==> src/rtl/fetch_unit_if.sv <==
// Instruction-memory request/response channel between the fetch stage and imem.
// One word read outstanding at a time: req/ready accepts, rvalid returns the word.
interface fetch_unit_if;
    logic        req;
    logic [31:0] addr;
    logic        ready;
    logic        rvalid;
    logic [31:0] rdata;

    modport master (output req, output addr, input ready, input rvalid, input rdata);
    modport slave  (input req, input addr, output ready, output rvalid, output rdata);
endinterface

==> src/rtl/fetch_unit.sv <==
// RV32I fetch stage: PC generation, single-outstanding imem reads, Decode register.
// Redirects from Execute take priority over every fetch state.
module fetch_unit #(
    parameter logic [31:0] RESET_PC  = 32'h0000_0000,
    parameter logic [31:0] NOP_INSTR = 32'h0000_0013
) (
    input  logic              clk,
    input  logic              reset,
    input  logic              StallF,
    input  logic              StallD,
    input  logic              FlushD,
    input  logic              PCSrcE,
    input  logic [31:0]       PCTargetE,
    fetch_unit_if.master      imem,
    output logic [31:0]       InstrD,
    output logic [31:0]       PCD,
    output logic [31:0]       PCPlus4D,
    output logic              InstrValidD
);

    typedef enum logic [1:0] {S_REQ, S_WAIT, S_HOLD, S_DISCARD} state_e;

    state_e      state_q, state_d;
    logic [31:0] pc_q, pc_d;
    logic [31:0] hold_q, hold_d;
    logic [31:0] instr_q, pcd_q, pcp4_q;
    logic        valid_q;

    logic        req;
    logic        accept;
    logic        dec_free;
    logic        load;
    logic [31:0] load_word;
    logic [31:0] target;

    assign accept   = req & imem.ready;
    assign dec_free = !StallD && !FlushD;
    assign target   = PCTargetE & ~32'd3;

    always_ff @(posedge clk or posedge reset) begin
        if (reset) begin
            state_q <= S_REQ;
            pc_q    <= RESET_PC;
            hold_q  <= '0;
            instr_q <= NOP_INSTR;
            pcd_q   <= '0;
            pcp4_q  <= '0;
            valid_q <= 1'b0;
        end else begin
            state_q <= state_d;
            pc_q    <= pc_d;
            hold_q  <= hold_d;
            // load is only raised when neither FlushD nor StallD is set, so a stall holds implicitly
            if (FlushD) begin
                instr_q <= NOP_INSTR;
                valid_q <= 1'b0;
            end else if (load) begin
                instr_q <= load_word;
                pcd_q   <= pc_q;
                pcp4_q  <= pc_q + 32'd4;
                valid_q <= 1'b1;
            end
        end
    end

    always_comb begin
        state_d   = state_q;
        pc_d      = pc_q;
        hold_d    = hold_q;
        load      = 1'b0;
        load_word = hold_q;
        unique case (state_q)
            S_REQ: begin
                if (PCSrcE) begin
                    pc_d = target;
                    if (accept) state_d = S_DISCARD;
                end else if (accept) begin
                    state_d = S_WAIT;
                end
            end
            S_WAIT: begin
                if (PCSrcE) begin
                    pc_d    = target;
                    state_d = imem.rvalid ? S_REQ : S_DISCARD;
                end else if (imem.rvalid) begin
                    if (dec_free) begin
                        load      = 1'b1;
                        load_word = imem.rdata;
                        pc_d      = pc_q + 32'd4;
                        state_d   = S_REQ;
                    end else begin
                        hold_d  = imem.rdata;
                        state_d = S_HOLD;
                    end
                end
            end
            S_HOLD: begin
                if (PCSrcE) begin
                    pc_d    = target;
                    state_d = S_REQ;
                end else if (dec_free) begin
                    load    = 1'b1;
                    pc_d    = pc_q + 32'd4;
                    state_d = S_REQ;
                end
            end
            S_DISCARD: begin
                if (PCSrcE) pc_d = target;
                if (imem.rvalid) state_d = S_REQ;
            end
            default: state_d = S_REQ;
        endcase
    end

    always_comb begin
        req         = (state_q == S_REQ) && !StallF && !reset;
        imem.req    = req;
        imem.addr   = pc_q;
        InstrD      = instr_q;
        PCD         = pcd_q;
        PCPlus4D    = pcp4_q;
        InstrValidD = valid_q;
    end

endmodule

==> src/flat_wrapper.sv <==
// flat-port wrapper written by rule: the top's interface ports become plain ports
module fetch_unit_flat 
#(
    parameter logic [31:0] RESET_PC  = 32'h0000_0000,
    parameter logic [31:0] NOP_INSTR = 32'h0000_0013
)
  (clk, reset, StallF, StallD, FlushD, PCSrcE, PCTargetE, InstrD, PCD, PCPlus4D, InstrValidD, imem_req, imem_addr, imem_ready, imem_rvalid, imem_rdata);
  fetch_unit_if imem_i ();
  input  logic clk;
  input  logic reset;
  input  logic StallF;
  input  logic StallD;
  input  logic FlushD;
  input  logic PCSrcE;
  input  logic [31:0] PCTargetE;
  output logic [31:0] InstrD;
  output logic [31:0] PCD;
  output logic [31:0] PCPlus4D;
  output logic InstrValidD;
  output wire logic [$bits(imem_i.req)-1:0] imem_req;
  output wire logic [$bits(imem_i.addr)-1:0] imem_addr;
  input wire logic [$bits(imem_i.ready)-1:0] imem_ready;
  input wire logic [$bits(imem_i.rvalid)-1:0] imem_rvalid;
  input wire logic [$bits(imem_i.rdata)-1:0] imem_rdata;
  assign imem_req = imem_i.req;
  assign imem_addr = imem_i.addr;
  assign imem_i.ready = imem_ready;
  assign imem_i.rvalid = imem_rvalid;
  assign imem_i.rdata = imem_rdata;
  fetch_unit #(.RESET_PC(RESET_PC), .NOP_INSTR(NOP_INSTR)) u_core (.clk(clk), .reset(reset), .StallF(StallF), .StallD(StallD), .FlushD(FlushD), .PCSrcE(PCSrcE), .PCTargetE(PCTargetE), .imem(imem_i), .InstrD(InstrD), .PCD(PCD), .PCPlus4D(PCPlus4D), .InstrValidD(InstrValidD));
endmodule
==> config.mk <==
export PLATFORM = sky130hd
export DESIGN_NAME = fetch_unit_flat
export DESIGN_NICKNAME = d
export VERILOG_FILES = /design/src/rtl/fetch_unit_if.sv /design/src/rtl/fetch_unit.sv /design/src/flat_wrapper.sv
export SDC_FILE = /design/constraint.sdc
export NUM_CORES = 1
export LEC_CHECK = 0
export ABC_AREA = 1
export BUFFER_PORTS_ARGS = -buffer_cell sky130_fd_sc_hd__buf_2
export CORE_ASPECT_RATIO = 0.8
export CORE_MARGIN = 4
export CORE_UTILIZATION = 57
export DETAILED_ROUTE_END_ITERATION = 8
export GPL_TIMING_DRIVEN = 0
export PLACE_DENSITY = 0.9
export SETUP_SLACK_MARGIN = 0.02
export SYNTH_ARGS = -nofsm -noshare
export SYNTH_HDL_FRONTEND = slang
export SYNTH_SLANG_ARGS = --single-unit
==> constraint.sdc <==
create_clock -name clk -period 13.92 [get_ports clk]
set_clock_uncertainty 0.15 [all_clocks]
set_input_delay 2.784 -clock clk [delete_from_list [all_inputs] [get_ports clk]]
set_output_delay 2.784 -clock clk [all_outputs]
set_load 0.02 [all_outputs]
==> summary.txt <==
Logic synthesis
  • #FFs+latches synth: 157
  • Prevailing post-synth register cell: dfrtp_1
  • Mapped Cells: slightly below 1000
  • Post-synth cell types: 30
  • Count leader, synth: nand2_1
  • Top cells by count, synth: nand2_1 (287), dfrtp_1 (154), inv_1 (114)
  • Ys async rst share: 1.00
  • Avg Inst Size Synth: 7.78 um2
  • EDFF count, synth: 0
  • Top-area cell type share of the netlist area: 0.502
  • Synth area leader: dfrtp_1
  • Synthesized area: approximately 7700 um2
  • Post-synthesis sequential area ratio: 0.512
  • Area contributors post-synth: dfrtp_1 (50%), nand2_1 (14%), o21ai_0 (6.4%)
  • Yosys warnings: 0

Finish
  • Final Non-Filler Cells: approximately 1400
  • Layout net count: approximately 1300
  • Area of the multi-input gates: ~3100 um2
  • Area Growth Syn to Fin: 23.9%
  • Ant diodes: 0
  • Final core occ: 0.731
  • FF/Latch Area: 3930 um2
  • Share of layout cells above drive strength 1: 0.245
  • # fillers: 990

Placed design
  • Final HPWL DP: 17100 um
  • Placer congestion estimate: 0.980
  • Port Buffers: 193
  • Placed insts: 1361

Floorplan
  • Die height: about 110 um
  • Number of I/O pins: ~200
  • Area of the die: around 15000 um2
  • Core area: 13000 um2
  • Initial Util: 0.590
  • # rows: 37
  • Die width: 138 um

Min path
  • Min-delay worst type: flip-flop to flip-flop
  • Hold depth: 2
  • Hold_sp: u_core.PCPlus4D[12]
  • Hold endpoint: u_core.PCPlus4D[12]

Critical path
  • Worst Path Required: 10.99 ns
  • FF-to-FF setup slack: 11.54 ns
  • Startpoint types: input pin
  • CP Capture Type: primary output
  • Setup CP Type: input pin to primary output
  • WP data arrival: 3.37 ns
  • Worst stage delay on the critical path: about 0.24 ns
  • Cells on worst reg2reg path: 8
  • Reg2reg end: u_core.PCD[10]
  • Critical Path, Cell by Cell: buf_2 -> nor3_1 -> buf_2
  • Crit-path slowest cell: nor3_1
  • Most used cell, CP: buf_2
  • R2R Path Start: u_core.state_q[0]
  • Crit-path max FO: 2

Drt
  • Post-Route WL: 23800 um
  • Via count: 7721
  • Via density: approximately 5.5
  • DRC: 0
  • Iteration-0 DRC Markers: 757
  • WL/cell: 17.1 um
  • First drt pass iteration count: 8
  • ANT nets after route: 0

Job
  • Max-cap violations: 0

Global routing
  • Initial antenna violation count: 0
  • Total GRT Usage: 0.311
  • Grt total ovfl: 0
  • First-pass GRT wire length: 37400 um
  • Pin count of the biggest net entering global routing: 90
  • Vias in the first global route: roughly 7400

Timing
  • Tmin final: 6.30 ns
  • Slew Viols, Final: 0
  • RSZ-0062 raised after global routing: false
  • Fin crit share: 0.453
  • Slew of the pin with the lowest slew margin: around 0.66 ns
  • Max transition margin: 0.561
  • Endpoints failing hold: 0
  • # setup viols final: 0
  • F_max: 0.159 GHz
  • Post-route setup TNS: 0 ns

Clocking
  • Clock tree from TritonCTS: yes
  • Worst-path clk slew: 0.07 ns
  • Post-cts hold buffer count: 0
  • Clock latency on the worst-skew pair: 0.43 ns
  • Clock buffer depth: 2
  • Clock Sinks: 157
  • H-tree levels: 4
  • CTS Root Cell: clkbuf_16
  • Post CTS Setup Buffer Count: 0
  • CTS Buf Count: 17
  • Post_cts resized: 0

Pwr
  • Seq pwr share: 0.377
  • Pint: ~1100 uW
  • Switch Pwr: roughly 900 uW
  • Combinational fraction of design power: 0.385
  • Sw frac: 0.444
  • Pwr per Cell Area: 213 nW/um2
  • Clock power frac: 0.237
  • Leakage power: between 0.005 and 0.006 uW
  • Worst vdd ir: 0.121 mV

Status
  • Status: completed
worst max-delay path, delay by kind of cell:
family | cells | cell delay, ns
buf+inv | 2 | 0.35
simple gates | 1 | 0.24
placed cells by master, fill, tap and decap left out, types with 2 or more instances in the layout:
cell | netlist | routed
nand2_1 | 287 | 287
buf_2 | 24 | 217
dfrtp_1 | 154 | 154
inv_1 | 114 | 113
nor2_1 | 98 | 98
o21ai_0 | 98 | 98
nand3_1 | 46 | 46
o21ai_1 | 34 | 34
a21oi_1 | 30 | 30
o21ai_2 | 20 | 20
clkbuf_16 | 0 | 17
clkbuf_1 | 16 | 16
o21a_1 | 9 | 9
buf_4 | 8 | 8
inv_6 | 0 | 6
xor2_1 | 6 | 6
ha_1 | 6 | 6
conb_1 | 1 | 6
inv_2 | 5 | 5
nor2_2 | 5 | 5
o22ai_1 | 5 | 5
inv_8 | 0 | 5
o211ai_1 | 4 | 4
dfstp_2 | 3 | 3
nand2_2 | 2 | 2
nand3_2 | 2 | 2
nor3_1 | 2 | 2
nand4_1 | 2 | 2
o31ai_1 | 2 | 2
clkinv_2 | 0 | 2
clkinv_8 | 0 | 2
logic make-up after synthesis:
family	share of synthesized area
DFF	0.512
adders and majority gates	0.00978
buffers and inverters	0.0915
and+or+nand+nor	0.231
other	0.000489
xor gates and xnor gates	0.00799
AOI/OAI and AO/OA	0.147
sequential cells by signal, indices dropped and copies added, names as in the netlist:
signal / flops
u_core.state_q: 2
u_core.PCPlus4D: 30
u_core.hold_q: 32
u_core.PCD: 30
u_core.imem.addr: 30
u_core.InstrValidD: 1
u_core.InstrD: 32
per-stage QoR:
step | worst slack [ns] | instance area, um2 | power (uW) | hold WS, ns
floorplan | 6.76 | 7690 | 1230 | 0.298
global placement | 5.06 | 8880 | 1490 | 0.308
detailed placement | 7.62 | 8910 | 1520 | 0.310
CTS | 7.62 | 9510 | 2010 | 0.328
global route | 7.56 | 9510 | 2140 | 0.342
finish | 7.62 | 9510 | 2020 | 0.328
how the worst max path moves through the flow:
stage / startpoint / to / slack, ns / cells after the start
global placement: reset / u_core.PCD[29] / 5.06 / 2
floorplan: reset / u_core.InstrD[10] / 6.76 / 1
detailed placement: reset / imem_req / 7.62 / 3
finish: reset / imem_req / 7.62 / 3
CTS: reset / imem_req / 7.62 / 3
global route: reset / imem_req / 7.56 / 3
routing by layer:
| metal | part of all wire | GRT usage | vias up |
|---|---|---|---|
| met3 | 0.10 | 0.0768 | 87 |
| met4 | 0.034 | 0.114 | 0 |
| met1 | 0.40 | 0.422 | 3599 |
| met2 | 0.46 | 0.487 | 494 |
| li1 | - | - | 3541 |
| met5 | 0 | 0 | - |
final cells by class:
type,count,share of cell area
Buffer,50,0.0268
Clock buffer,17,0.0447
Clock inverter,15,0.0182
Inverter,119,0.0475
Multi-Input combinational cell,666,0.322
Sequential cell,157,0.414
Tap cell,175,0.0230
Timing Repair Buffer,194,0.104
power by group through the flow:
stage	logic, uW	clock network (uW)	registers [uW]
final	779	480	763
after global routing	857	495	784
after CTS	774	478	755
after detailed placement	764	0	759
after global placement	741	0	751
after floorplan	358	0	877
Note: power is estimated with default switching activity, not from simulation.
